**src/rtl/stream_in_packer_pkg.sv**
```systemverilog
// Shared stream definitions: block type codes, packer FSM encoding and width constants.
// Also reused by the cipher core that consumes the packed blocks.
package stream_in_packer_pkg;

    localparam int unsigned WordW         = 32;
    localparam int unsigned BlockW        = 128;
    localparam int unsigned WordsPerBlock = BlockW / WordW;

    typedef enum logic [1:0] {
        TypeEnc = 2'b00,
        TypeDec = 2'b01,
        TypeKey = 2'b10,
        TypeIv  = 2'b11
    } blk_type_e;

    typedef enum logic {
        StFill = 1'b0,
        StHold = 1'b1
    } pack_state_e;

    function automatic logic [WordW-1:0] bswap32(input logic [WordW-1:0] w);
        return {w[7:0], w[15:8], w[23:16], w[31:24]};
    endfunction

endpackage

```
**src/rtl/stream_in_packer.sv**
```systemverilog
// Packs four 32-bit stream words into one 128-bit cipher block and hands it to the core.
// Define STREAM_IN_BSWAP_EN to byte-reverse each accepted word before packing.
module stream_in_packer
    import stream_in_packer_pkg::*;
(
    input  logic              clk,
    input  logic              rst_n,
    input  logic              s_valid,
    output logic              s_ready,
    input  logic [WordW-1:0]  s_data,
    input  logic [1:0]        s_type,
    input  logic              flush,
    input  logic              crypto_ready,
    output logic              out_valid,
    output logic [1:0]        out_type,
    output logic [BlockW-1:0] out_data,
    output logic              err_type
);

    pack_state_e       state_q, state_d;
    logic [1:0]        cnt_q, cnt_d;
    blk_type_e         type_q, type_d;
    logic [BlockW-1:0] data_q, data_d;
    logic              out_valid_q, out_valid_d;
    logic [1:0]        out_type_q, out_type_d;
    logic [BlockW-1:0] out_data_q, out_data_d;
    logic              err_q, err_d;

    logic [WordW-1:0]  word_in;
    logic              accept;
    logic              release_ok;
    blk_type_e         in_type;

`ifdef STREAM_IN_BSWAP_EN
    assign word_in = bswap32(s_data);
`else
    assign word_in = s_data;
`endif

    assign in_type    = blk_type_e'(s_type);
    assign s_ready    = (state_q == StFill);
    assign accept     = s_valid & s_ready;
    // KEY/IV blocks are configuration loads and never stall on the core.
    assign release_ok = (type_q == TypeKey) || (type_q == TypeIv) || crypto_ready;

    always_comb begin
        state_d     = state_q;
        cnt_d       = cnt_q;
        type_d      = type_q;
        data_d      = data_q;
        out_valid_d = 1'b0;
        out_type_d  = 2'b00;
        out_data_d  = '0;
        err_d       = 1'b0;

        if (flush) begin
            state_d = StFill;
            cnt_d   = 2'd0;
        end else begin
            case (state_q)
                StFill: begin
                    if (accept) begin
                        if (cnt_q == 2'd0) begin
                            type_d                       = in_type;
                            data_d[BlockW-1 -: WordW]    = word_in;
                            cnt_d                        = 2'd1;
                        end else if (in_type != type_q) begin
                            err_d = 1'b1;
                            cnt_d = 2'd0;
                        end else begin
                            unique case (cnt_q)
                                2'd1:    data_d[2*WordW +: WordW] = word_in;
                                2'd2:    data_d[WordW +: WordW]   = word_in;
                                default: data_d[0 +: WordW]       = word_in;
                            endcase
                            if (cnt_q == 2'd3) begin
                                state_d = StHold;
                                cnt_d   = 2'd0;
                            end else begin
                                cnt_d = cnt_q + 2'd1;
                            end
                        end
                    end
                end
                StHold: begin
                    if (release_ok) begin
                        out_valid_d = 1'b1;
                        out_type_d  = type_q;
                        out_data_d  = data_q;
                        state_d     = StFill;
                    end
                end
                default: state_d = StFill;
            endcase
        end
    end

    always_ff @(posedge clk) begin
        if (!rst_n) begin
            state_q     <= StFill;
            cnt_q       <= 2'd0;
            type_q      <= TypeEnc;
            data_q      <= '0;
            out_valid_q <= 1'b0;
            out_type_q  <= 2'b00;
            out_data_q  <= '0;
            err_q       <= 1'b0;
        end else begin
            state_q     <= state_d;
            cnt_q       <= cnt_d;
            type_q      <= type_d;
            data_q      <= data_d;
            out_valid_q <= out_valid_d;
            out_type_q  <= out_type_d;
            out_data_q  <= out_data_d;
            err_q       <= err_d;
        end
    end

    assign out_valid = out_valid_q;
    assign out_type  = out_type_q;
    assign out_data  = out_data_q;
    assign err_type  = err_q;

endmodule

```
**config.mk**
```make
export PLATFORM = sky130hd
export DESIGN_NAME = stream_in_packer
export DESIGN_NICKNAME = d
export VERILOG_FILES = /design/src/rtl/stream_in_packer_pkg.sv /design/src/rtl/stream_in_packer.sv
export SDC_FILE = /design/constraint.sdc
export NUM_CORES = 1
export LEC_CHECK = 0
export ABC_AREA = 1
export BUFFER_PORTS_ARGS = -buffer_cell sky130_fd_sc_hd__buf_2
export CAP_MARGIN = 5
export CORE_ASPECT_RATIO = 0.8
export CORE_MARGIN = 3
export CORE_UTILIZATION = 50
export DETAILED_ROUTE_END_ITERATION = 8
export GPL_TIMING_DRIVEN = 1
export MAX_ROUTING_LAYER = met4
export PLACE_DENSITY = 0.76
export SYNTH_ARGS = -nofsm -noshare
export SYNTH_HDL_FRONTEND = slang
export SYNTH_SLANG_ARGS = --single-unit
export TNS_END_PERCENT = 30
```
**constraint.sdc**
```tcl
create_clock -name clk -period 1.8 [get_ports clk]
set_clock_uncertainty 0.15 [all_clocks]
set_input_delay 0.36 -clock clk [delete_from_list [all_inputs] [get_ports clk]]
set_output_delay 0.36 -clock clk [all_outputs]
set_load 0.005 [all_outputs]
```
==> impl_metrics.csv, run 1 <==
group,metric,value,unit
power_and_ir_drop,leakage,5.633,nW
die,dieArea,20370,um2
yosys,syn-num-nets,1270,
yosys,synth_compound_area_share,3.803,%
yosys,synth.distinct_cells,14,
die,core-area,18220,um2
die,start_util,51.27,%
routing,wirelength,22590,um
clock_tree,clockRootBuffer,"clkbuf_16",
place,io_buffer_count,171,
yosys,synthMuxAreaShare,0,%
finish,drive_above_1_share,18.70,%
routing,dr.pass1.iters,5,
global_route,grt_max_degree,131,
hold_path,min_path_type,"in -> reg",
routing,vias,7710,
sta,rsz0062_at_grt,"true",
yosys,synthSimpleGateAreaFrac,24.67,%
power_and_ir_drop,powerDensity,1015,nW/um2
finish,nets,1437,
hold_path,worstHoldStart,"s_data[8]",
setup_path,startpoint,"cnt_q[0]",
clock_tree,numCtsBuffers,25,
routing,drc_errors,0,
clock_tree,clock_path_buffers,3,
clock_tree,clk_latency,0.51,ns
clock_tree,htreeDepth,1,
finish,syn_to_final_growth,26.17,%
routing,post_drt_wl_per_cell,13.57,um
yosys,synth_seq_cells,265,
global_route,grt_pass1_vias,7268,
die,rows,44,
finish,nFillCells,1582,
setup_path,crit_type,"reg -> reg",
routing,drtAntennaViolNets,0,
sta,timing.setup.tns,0,ns
finish,antenna_cells,0,
sta,maxSlewViolCount,0,
sta,setup_viol,0,
setup_path,startpoint_type,"flop",
power_and_ir_drop,ir_worst_vdd,633.7,uV
yosys,netlist_area,9343,um2
setup_path,r2r-end,"data_q[41]",
yosys,synthAdderAreaFrac,0.5357,%
sta,tightest_slew,0.5770,ns
yosys,seq_area_frac_synth,56.78,%
clock_tree,cts_tree,"yes",
global_route,overflow,0,
global_route,grt.total_usage,21.16,%
setup_path,timing.rr.start,"cnt_q[0]",
setup_path,crit_path_end_kind,"flop",
outcome,status,"complete, no violations",
place,placed_cell_area,10570,um2
finish,final_core_util,64.69,%
routing,drt_iter0_drc,540,
yosys,synth_top_family_by_area,"simple AND/OR/NAND/NOR gates",
finish,final_cells,1665,
sta,fin_crit_sh,94.50,%
routing,viasPerCell,4.631,
place,hpwl,14050,um
setup_path,crit_path_max_fanout,16,
clock_tree,cts.sinks,265,
setup_path,r2r_cells,9,
global_route,grt_pass1_wl,34870,um
hold_path,holdPathStages,3,
sta,hold_violations,0,
finish,postLayoutCellArea,11790,um2
clock_tree,clk_pin_slew,0.07,ns
die,io_pins,172,
yosys,syn_area_per_cell,7.614,um2
place,placed_cells,1603,
hold_path,min_to,"data_q[104]",
setup_path,reg2reg_slack,0.1,ns
die,fp.dieH,128.3,um
sta,fmax,0.5879,GHz
sta,timing.hold.ws,0.01257,ns
place,place_congestion,0.8663,
yosys,yosysWarnings,0,
global_route,antenna_found_initial,0,
run,maxCapViolCount,0,
yosys,synthXorXnorAreaFrac,0,%
setup_path,worstPathRequired,2.08,ns
yosys,syn_inst,1227,
die,die_w,158.8,um
sta,slew_headroom,61.53,%
setup_path,arrival,1.99,ns
sta,period_minus_slack,1.701,ns
==> where the power goes <==
group | leakage (nW) | total, W | internal, W | switching [W]
Clock | 0.422 | 0.00543 | 0.00324 | 0.00219
Combinational | 3.07 | 0.000595 | 0.000201 | 0.000395
Sequential | 2.14 | 0.00594 | 0.00593 | 0.0000169
Total | 5.63 | 0.0120 | 0.00937 | 0.00260
==> stage by stage <==
stage / power, W / worst slack, ns
final: 0.01197 / 0.09902
after global placement: 0.006605 / 0.09338
after CTS: 0.01201 / 0.01550
after detailed placement: 0.006617 / -0.002636
after global routing: 0.01236 / -0.02008
after floorplan: 0.006419 / 0.02293
==> routing by layer <==
layer / global-route usage [%] / routed length (um) / part of all wire, % / up-vias
met5: - / 0 / 0 / -
met4: 5.147 / 541 / 2.4 / 0
met3: 3.359 / 1289 / 5.7 / 43
met2: 37.52 / 10870 / 48 / 248
met1: 25.55 / 9886 / 44 / 3427
li1: - / - / - / 3992
==> cells in the mapped netlist (all sizes together) <==
cell | instances | area share (%)
ha | 4 | 0.54
nor3 | 2 | 0.21
nor2 | 235 | 9.4
clkbuf | 42 | 1.7
nand2 | 204 | 8.2
nor4 | 1 | 0.067
o21ai | 34 | 1.8
buf | 32 | 1.7
a21oi | 37 | 2.0
dfxtp | 265 | 57
nand4 | 96 | 6.4
nand3 | 6 | 0.32
inv | 269 | 11
==> worst max-delay path, stage by stage (launching register included) <==
cell,delay (ns)
dfxtp_2,0.33
inv_1,0.06
ha_2,0.20
nor3_4,0.17
buf_12,0.16
nand3_4,0.13
clkbuf_16,0.22
nand2_1,0.06
inv_1,0.03
nor2_1,0.10
==> flip-flops by register name (all words and copies together), names as in the netlist <==
register and flops:
cnt_q 2, out_data 128, out_type 2, out_valid 1, type_q 2, data_q 128, state_q 1, err_type 1
==> cell usage in the layout, fill, tap and decap left out <==
cell type	count
dlygate4sd3_1	7
bufinv_16	3
o21ai_0	34
buf_6	3
clkinvlp_4	2
buf_16	1
clkbuf_1	3
a21oi_1	37
nand3_4	3
nor2_4	2
clkbuf_8	6
nand3_2	1
dfxtp_1	264
inv_4	1
clkinv_2	3
ha_1	3
buf_2	170
inv_1	266
buf_8	1
nor3_2	1
nand2_1	204
nor2_2	2
nand4_1	96
buf_12	13
buf_4	13
inv_2	2
nor2_1	231
nor3_4	1
clkbuf_16	31
nor4_1	1
dfxtp_2	1
ha_2	1
clkinv_4	2
inv_6	1
nand3_1	2
==> how the worst max path moves through the flow <==
stage / endpoint / slack [ns] / cells past startpoint
after global routing: data_q[53] / -0.02 / 7
after CTS: data_q[50] / 0.02 / 8
after detailed placement: data_q[20] / -0.003 / 9
after global placement: data_q[91] / 0.09 / 9
final: data_q[41] / 0.1 / 9
after floorplan: data_q[25] / 0.02 / 8
==> final cells by class <==
type | instances | area, um2 | share of cell area (%)
flip-flops and latches | 265 | 5306 | 45.02
multi-input cells | 619 | 2781 | 23.60
repair buffers | 214 | 1505 | 12.77
inverters | 269 | 1012 | 8.587
clock buffers | 34 | 719.4 | 6.103
well taps | 253 | 316.6 | 2.685
clock inverters | 11 | 146.4 | 1.242
==> what timing repair did <==
item,in CTS,in global routing
setup buffers,1,2
hold buffers,7,0
gates resized for setup,2,15
cloned,0,7
setup endpoints to repair,13,96
hold endpoints to repair,7,0
pin swaps,1,2
==> cell families (layout without fill, tap and decap cells) <==
family	after synthesis	in the layout
flip-flops	265	265
adder cells (fa/ha/maj)	4	4
AND/OR/NAND/NOR	544	544
buffers and inverters	343	528
AO/OA/AOI/OAI	71	71
(Power assumes the default switching activity.)
==> inputs of run 2 (changes only) <==
--- a/config.mk
+++ b/config.mk
@@ -15,6 +15,7 @@
 export GPL_TIMING_DRIVEN = 1
 export MAX_ROUTING_LAYER = met4
 export PLACE_DENSITY = 0.76
+export SETUP_SLACK_MARGIN = 0.4
 export SYNTH_ARGS = -nofsm -noshare
 export SYNTH_HDL_FRONTEND = slang
 export SYNTH_SLANG_ARGS = --single-unit
==> run 2 against run 1 <==
  * Critical path depth fell by 1
  * Count of clock-buffer cells in the layout rose by 1
  * Design area rose by 0.98%
  * Worst setup slack got worse by 0.0073 ns
  * Clock power fell by 2%
  * Global-route usage rose by 1.5 points
  * Register-to-register slack barely moved
  * Utilization rose by 0.63 points
  * Highest routed layer unchanged
==> impl_metrics.csv, run 2 (same netlist as run 1, synthesis figures left out) <==
group,metric,value,unit
global_route,grt_max_degree,131,
place,hpwl,14240,um
routing,viasPerCell,4.791,
setup_path,cp_slowest_cell,"dfxtp_1",
setup_path,path_buf_inv,3,
global_route,grt_pass1_vias,7577,
setup_path,crit_type,"reg -> reg",
finish,syn_to_final_growth,27.40,%
run,maxCapViolCount,0,
power_and_ir_drop,finalPower,0.01187,W
setup_path,worstPathRequired,2.09,ns
power_and_ir_drop,clkPwrFrac,44.6,%
finish,nets,1428,
hold_path,holdPathStages,4,
routing,drc_errors,0,
global_route,grt.total_usage,22.67,%
power_and_ir_drop,leakage,5.626,nW
die,dieArea,20370,um2
routing,post_drt_wl_per_cell,14.10,um
global_route,antenna_found_initial,0,
setup_path,slowest_delay,0.38,ns
hold_path,min_path_type,"in -> reg",
sta,timing.setup.tns,0,ns
power_and_ir_drop,internal-power,0.009348,W
sta,slew_headroom,56.85,%
global_route,overflow,0,
finish,final_core_util,65.32,%
place,io_buffer_count,171,
routing,drt_iter0_drc,552,
setup_path,critPathMostFrequentCell,"nand2_1",
place,pre_cts_ws,0.02990,ns
clock_tree,cts.sinks,265,
power_and_ir_drop,powerDensity,997.6,nW/um2
die,fp.dieH,128.3,um
clock_tree,clk_latency,0.51,ns
sta,fin_crit_sh,94.90,%
setup_path,crit_path_end_kind,"flop",
sta,timing.final.ws_setup,0.09172,ns
power_and_ir_drop,seq_power_share,50.1,%
finish,postLayoutCellArea,11900,um2
place,placed_cell_area,10560,um2
power_and_ir_drop,netSwitchingFraction,21.28,%
die,io_pins,172,
sta,maxSlewViolCount,0,
finish,drive_above_1_share,22.27,%
die,start_util,51.27,%
clock_tree,htreeDepth,1,
setup_path,crit_path_max_fanout,8,
sta,rsz0062_at_grt,"true",
clock_tree,cts_tree,"yes",
clock_tree,clockRootBuffer,"clkbuf_16",
sta,period_minus_slack,1.708,ns
setup_path,cp.depth,8,
routing,dr.pass1.iters,5,
setup_path,crit_path_cell_trace,"inv_2 -> nand2_1 -> nor2_2 -> nand3_4 -> buf_12 -> nand2_1 -> inv_1 -> nor2_1",
finish,layout_commonest_cell,"dfxtp_1",
place,place_congestion,0.8444,
power_and_ir_drop,switching_power,0.002527,W
power_and_ir_drop,p_comb_share,5.3,%
routing,drtAntennaViolNets,0,
die,core-area,18220,um2
clock_tree,clock_path_buffers,3,
global_route,grt_pass1_wl,36890,um
clock_tree,clk_pin_slew,0.06,ns
routing,vias,7924,
finish,antenna_cells,0,
sta,fmax,0.5854,GHz
routing,wirelength,23320,um
clock_tree,numCtsBuffers,24,
setup_path,startpoint_type,"flop",
finish,most-common-layout-cells,"dfxtp_1 (262), inv_1 (248), nor2_1 (224), nand2_1 (175), buf_2 (170)",
sta,setup_viol,0,
sta,tightest_slew,0.6473,ns
setup_path,arrival,2.00,ns
outcome,status,"complete, no violations",
power_and_ir_drop,ir_worst_vdd,647.5,uV
sta,hold_violations,0,
die,die_w,158.8,um
setup_path,r2r_cells,8,
setup_path,cpLargestDelayFamily,"simple AND/OR/NAND/NOR gates",
die,rows,44,
-- run 2: cell types whose count changed in the layout (fill, tap and decap cells not counted), sizes merged --
cell,before,now
inv,270,268
dlygate4sd3,7,3
bufinv,3,4
buf,201,202
clkinv,5,4
clkbuf,40,36
clkinvlp,2,0
-- run 2: final cells by class --
cell class / instances / area (um2)
inverters: 269 / 1023
fillers: 1522 / 6320
multi-input cells: 619 / 2947
clock buffers: 35 / 723.2
repair buffers: 206 / 1474
flip-flops and latches: 265 / 5309
well taps: 253 / 316.6
clock inverters: 7 / 110.1
-- run 2: repair_timing --
| item | in CTS | in global routing |
|---|---|---|
| buffers inserted | 5 | 1 |
| pin swaps | 19 | 26 |
| setup endpoints to repair | 384 | 397 |
| gates resized for setup | 30 | 54 |
| endpoints found under the hold margin | 4 | 0 |
| hold buffers | 3 | 0 |
| cloned | 5 | 1 |
-- run 2: worst paths after layout --
kind,start,endpoint,slack [ns]
worst min-delay path,crypto_ready,state_q,0.005
worst max-delay path,state_q,data_q[94],0.09
worst min register to register,data_q[125],out_data[125],0.27
worst max register to register,state_q,data_q[94],0.09
-- run 2: metrics by stage --
step	hold slack (ns)	instances
detailed placement	0.2739	1597
global route	0.01921	1654
finish	0.005458	1654
CTS	-0.002943	1652
global placement	0.2695	1597
floorplan	0.2660	1227
-- run 2: layer usage --
layer	wire [um]	up-vias	track usage [%]
li1	-	3979	-
met1	9607	3608	27.20
met2	11540	279	39.37
met3	1469	58	3.747
met4	702	0	7.463
met5	0	-	-
-- run 2: power by group through the flow --
stage          combinational [W]  clock, W  sequential, W
2_1_floorplan           0.000361         0        0.00607
3_3_place_gp            0.000534         0        0.00607
3_5_place_dp            0.000543         0        0.00608
4_1_cts                 0.000619   0.00537        0.00594
5_1_grt                 0.000692   0.00561        0.00595
6_report                0.000630   0.00530        0.00595
-- run 2: tightest hold or removal path, delay by kind of cell --
kind,cells,cell delay [ns]
and+or+nand+nor,2,0.11
buffers and inverters,1,0.09
AOI/OAI and AO/OA,1,0.06
==> inputs of run 3 (changes only) <==
--- a/config.mk
+++ b/config.mk
@@ -8,13 +8,13 @@
 export ABC_AREA = 1
 export BUFFER_PORTS_ARGS = -buffer_cell sky130_fd_sc_hd__buf_2
 export CAP_MARGIN = 5
-export CORE_ASPECT_RATIO = 0.8
+export CORE_ASPECT_RATIO = 1.4
 export CORE_MARGIN = 3
-export CORE_UTILIZATION = 50
+export CORE_UTILIZATION = 59
 export DETAILED_ROUTE_END_ITERATION = 8
 export GPL_TIMING_DRIVEN = 1
 export MAX_ROUTING_LAYER = met4
-export PLACE_DENSITY = 0.76
+export PLACE_DENSITY = 0.84
 export SETUP_SLACK_MARGIN = 0.4
 export SYNTH_ARGS = -nofsm -noshare
 export SYNTH_HDL_FRONTEND = slang
==> constraint.sdc (replaced) <==
create_clock -name clk -period 2.1 [get_ports clk]
set_clock_uncertainty 0.15 [all_clocks]
set_input_delay 0.42 -clock clk [delete_from_list [all_inputs] [get_ports clk]]
set_output_delay 0.42 -clock clk [all_outputs]
set_load 0.005 [all_outputs]
==> run 3 against run 2 <==
  * Worst setup slack improved by 0.22 ns
  * Sequential power decreased by 14%
  * Clock power decreased by 23%
  * Worst hold slack improved by 0.062 ns
  * Via count increased by 1.1%
  * Highest routed layer unchanged
  * Critical endpoint is now data_q[1]
==> impl_metrics.csv, run 3 (same netlist as run 1, synthesis figures left out) <==
group,metric,value,unit
sta,slew_headroom,63.67,%
die,die_w,112.4,um
clock_tree,clock_path_buffers,3,
outcome,status,"complete, no violations",
clock_tree,htreeDepth,1,
sta,tightest_slew,0.5450,ns
setup_path,crit_path_max_fanout,6,
power_and_ir_drop,leakage,5.532,nW
clock_tree,cts_tree,"yes",
hold_path,min_path_type,"in -> reg",
routing,wirelength,24460,um
run,maxCapViolCount,0,
clock_tree,clockRootBuffer,"clkbuf_16",
setup_path,crit_path_cell_trace,"inv_4 -> ha_4 -> nor2_2 -> nand3_4 -> buf_6 -> nand2_2 -> inv_1 -> nor2_1",
routing,drtAntennaViolNets,0,
finish,nets,1431,
sta,rsz0062_at_grt,"true",
setup_path,crit_path_end_kind,"flop",
finish,layout_commonest_cell,"inv_1",
die,io_pins,172,
global_route,grt.total_usage,27.65,%
clock_tree,numCtsBuffers,23,
clock_tree,cts.sinks,265,
place,place_congestion,0.8943,
sta,maxSlewViolCount,0,
finish,most-common-layout-cells,"inv_1 (263), dfxtp_1 (261), nor2_1 (228), nand2_1 (195), buf_2 (171)",
routing,dr.pass1.iters,5,
setup_path,crit_type,"reg -> reg",
setup_path,cpLargestDelayFamily,"simple AND/OR/NAND/NOR gates",
sta,setup_viol,0,
global_route,antenna_found_initial,0,
setup_path,arrival,2.06,ns
die,dieArea,17400,um2
setup_path,slowest_delay,0.36,ns
clock_tree,ctsHoldBuffers,0,
die,start_util,61.26,%
routing,drc_errors,0,
clock_tree,clk_latency,0.50,ns
sta,fmax,0.5602,GHz
routing,vias,8009,
setup_path,reg2reg_slack,0.31,ns
power_and_ir_drop,ir_worst_vdd,901.2,uV
global_route,grt_max_degree,131,
place,pre_cts_ws,0.1211,ns
finish,antenna_cells,0,
routing,post_drt_wl_per_cell,15.37,um
global_route,grt_pass1_vias,7631,
sta,timing.final.ws_setup,0.3149,ns
clock_tree,clk_pin_slew,0.07,ns
die,rows,53,
global_route,grt_pass1_wl,37800,um
sta,hold_violations,0,
setup_path,cp_slowest_cell,"dfxtp_2",
routing,viasPerCell,5.034,
die,fp.dieH,154.9,um
setup_path,worstPathRequired,2.38,ns
setup_path,startpoint_type,"flop",
finish,syn_to_final_growth,23.22,%
sta,timing.setup.tns,0,ns
place,io_buffer_count,171,
global_route,overflow,0,
setup_path,path_buf_inv,3,
sta,period_minus_slack,1.785,ns
routing,drt_iter0_drc,643,
sta,fin_crit_sh,85.01,%
finish,drive_above_1_share,19.44,%
power_and_ir_drop,powerDensity,846.6,nW/um2
die,core-area,15250,um2
finish,nFillCells,1124,
place,hpwl,14910,um
run 3: power breakdown:
group          switching [W]  internal [W]  leakage [nW]  total (W)
clock network        0.00171       0.00238         0.351    0.00410
logic               0.000372      0.000180          3.04   0.000552
registers          0.0000173       0.00508          2.14    0.00510
total                0.00210       0.00764          5.53    0.00975
run 3: cell type report:
class	count	area, um2	share of cell area [%]
tap	192	240.2	2.087
clock inverter	3	65.06	0.5652
clock buffer	33	653.1	5.673
timing repair buffer	210	1408	12.23
sequential	265	5310	46.13
inverter	269	1015	8.814
multi-input combinational	619	2821	24.51
run 3: final timing paths:
path               from            to  depth (start not counted)
max            cnt_q[0]     data_q[1]                          8
min          s_data[16]   data_q[112]                          3
max reg2reg    cnt_q[0]     data_q[1]                          8
min reg2reg  data_q[89]  out_data[89]                          2
run 3: worst register-to-register path, cell delays in order, from the launching register on:
cell and delay (ns):
dfxtp_2 0.36, inv_4 0.05, ha_4 0.24, nor2_2 0.22, nand3_4 0.24, buf_6 0.22
nand2_2 0.05, inv_1 0.06, nor2_1 0.12
run 3: metrics by stage:
stage | utilization (%) | cells | hold WS, ns | cell area (um2) | power [W]
floorplan | - | 1227 | 0.2660 | 9359 | 0.005504
global placement | 68.14 | 1538 | 0.2713 | 10390 | 0.005661
detailed placement | 68.14 | 1538 | 0.2736 | 10390 | 0.005674
CTS | 74.40 | 1587 | 0.05483 | 11350 | 0.009742
global route | 75.48 | 1591 | 0.06497 | 11510 | 0.01005
finish | 75.48 | 1591 | 0.06778 | 11510 | 0.009746
run 3: per-layer routing:
metal	GRT usage, %	up-vias	wire (um)
met5	-	-	0
met1	28.80	3627	8543
met2	49.67	325	13050
met4	16.15	0	1476
met3	3.502	89	1385
li1	-	3968	-
run 3: what timing repair did:
action / CTS / global route
setup buffers: 7 / 1
endpoints found under the setup margin: 124 / 97
pin swaps: 7 / 18
gates resized for setup: 28 / 30
cloned: 6 / 3
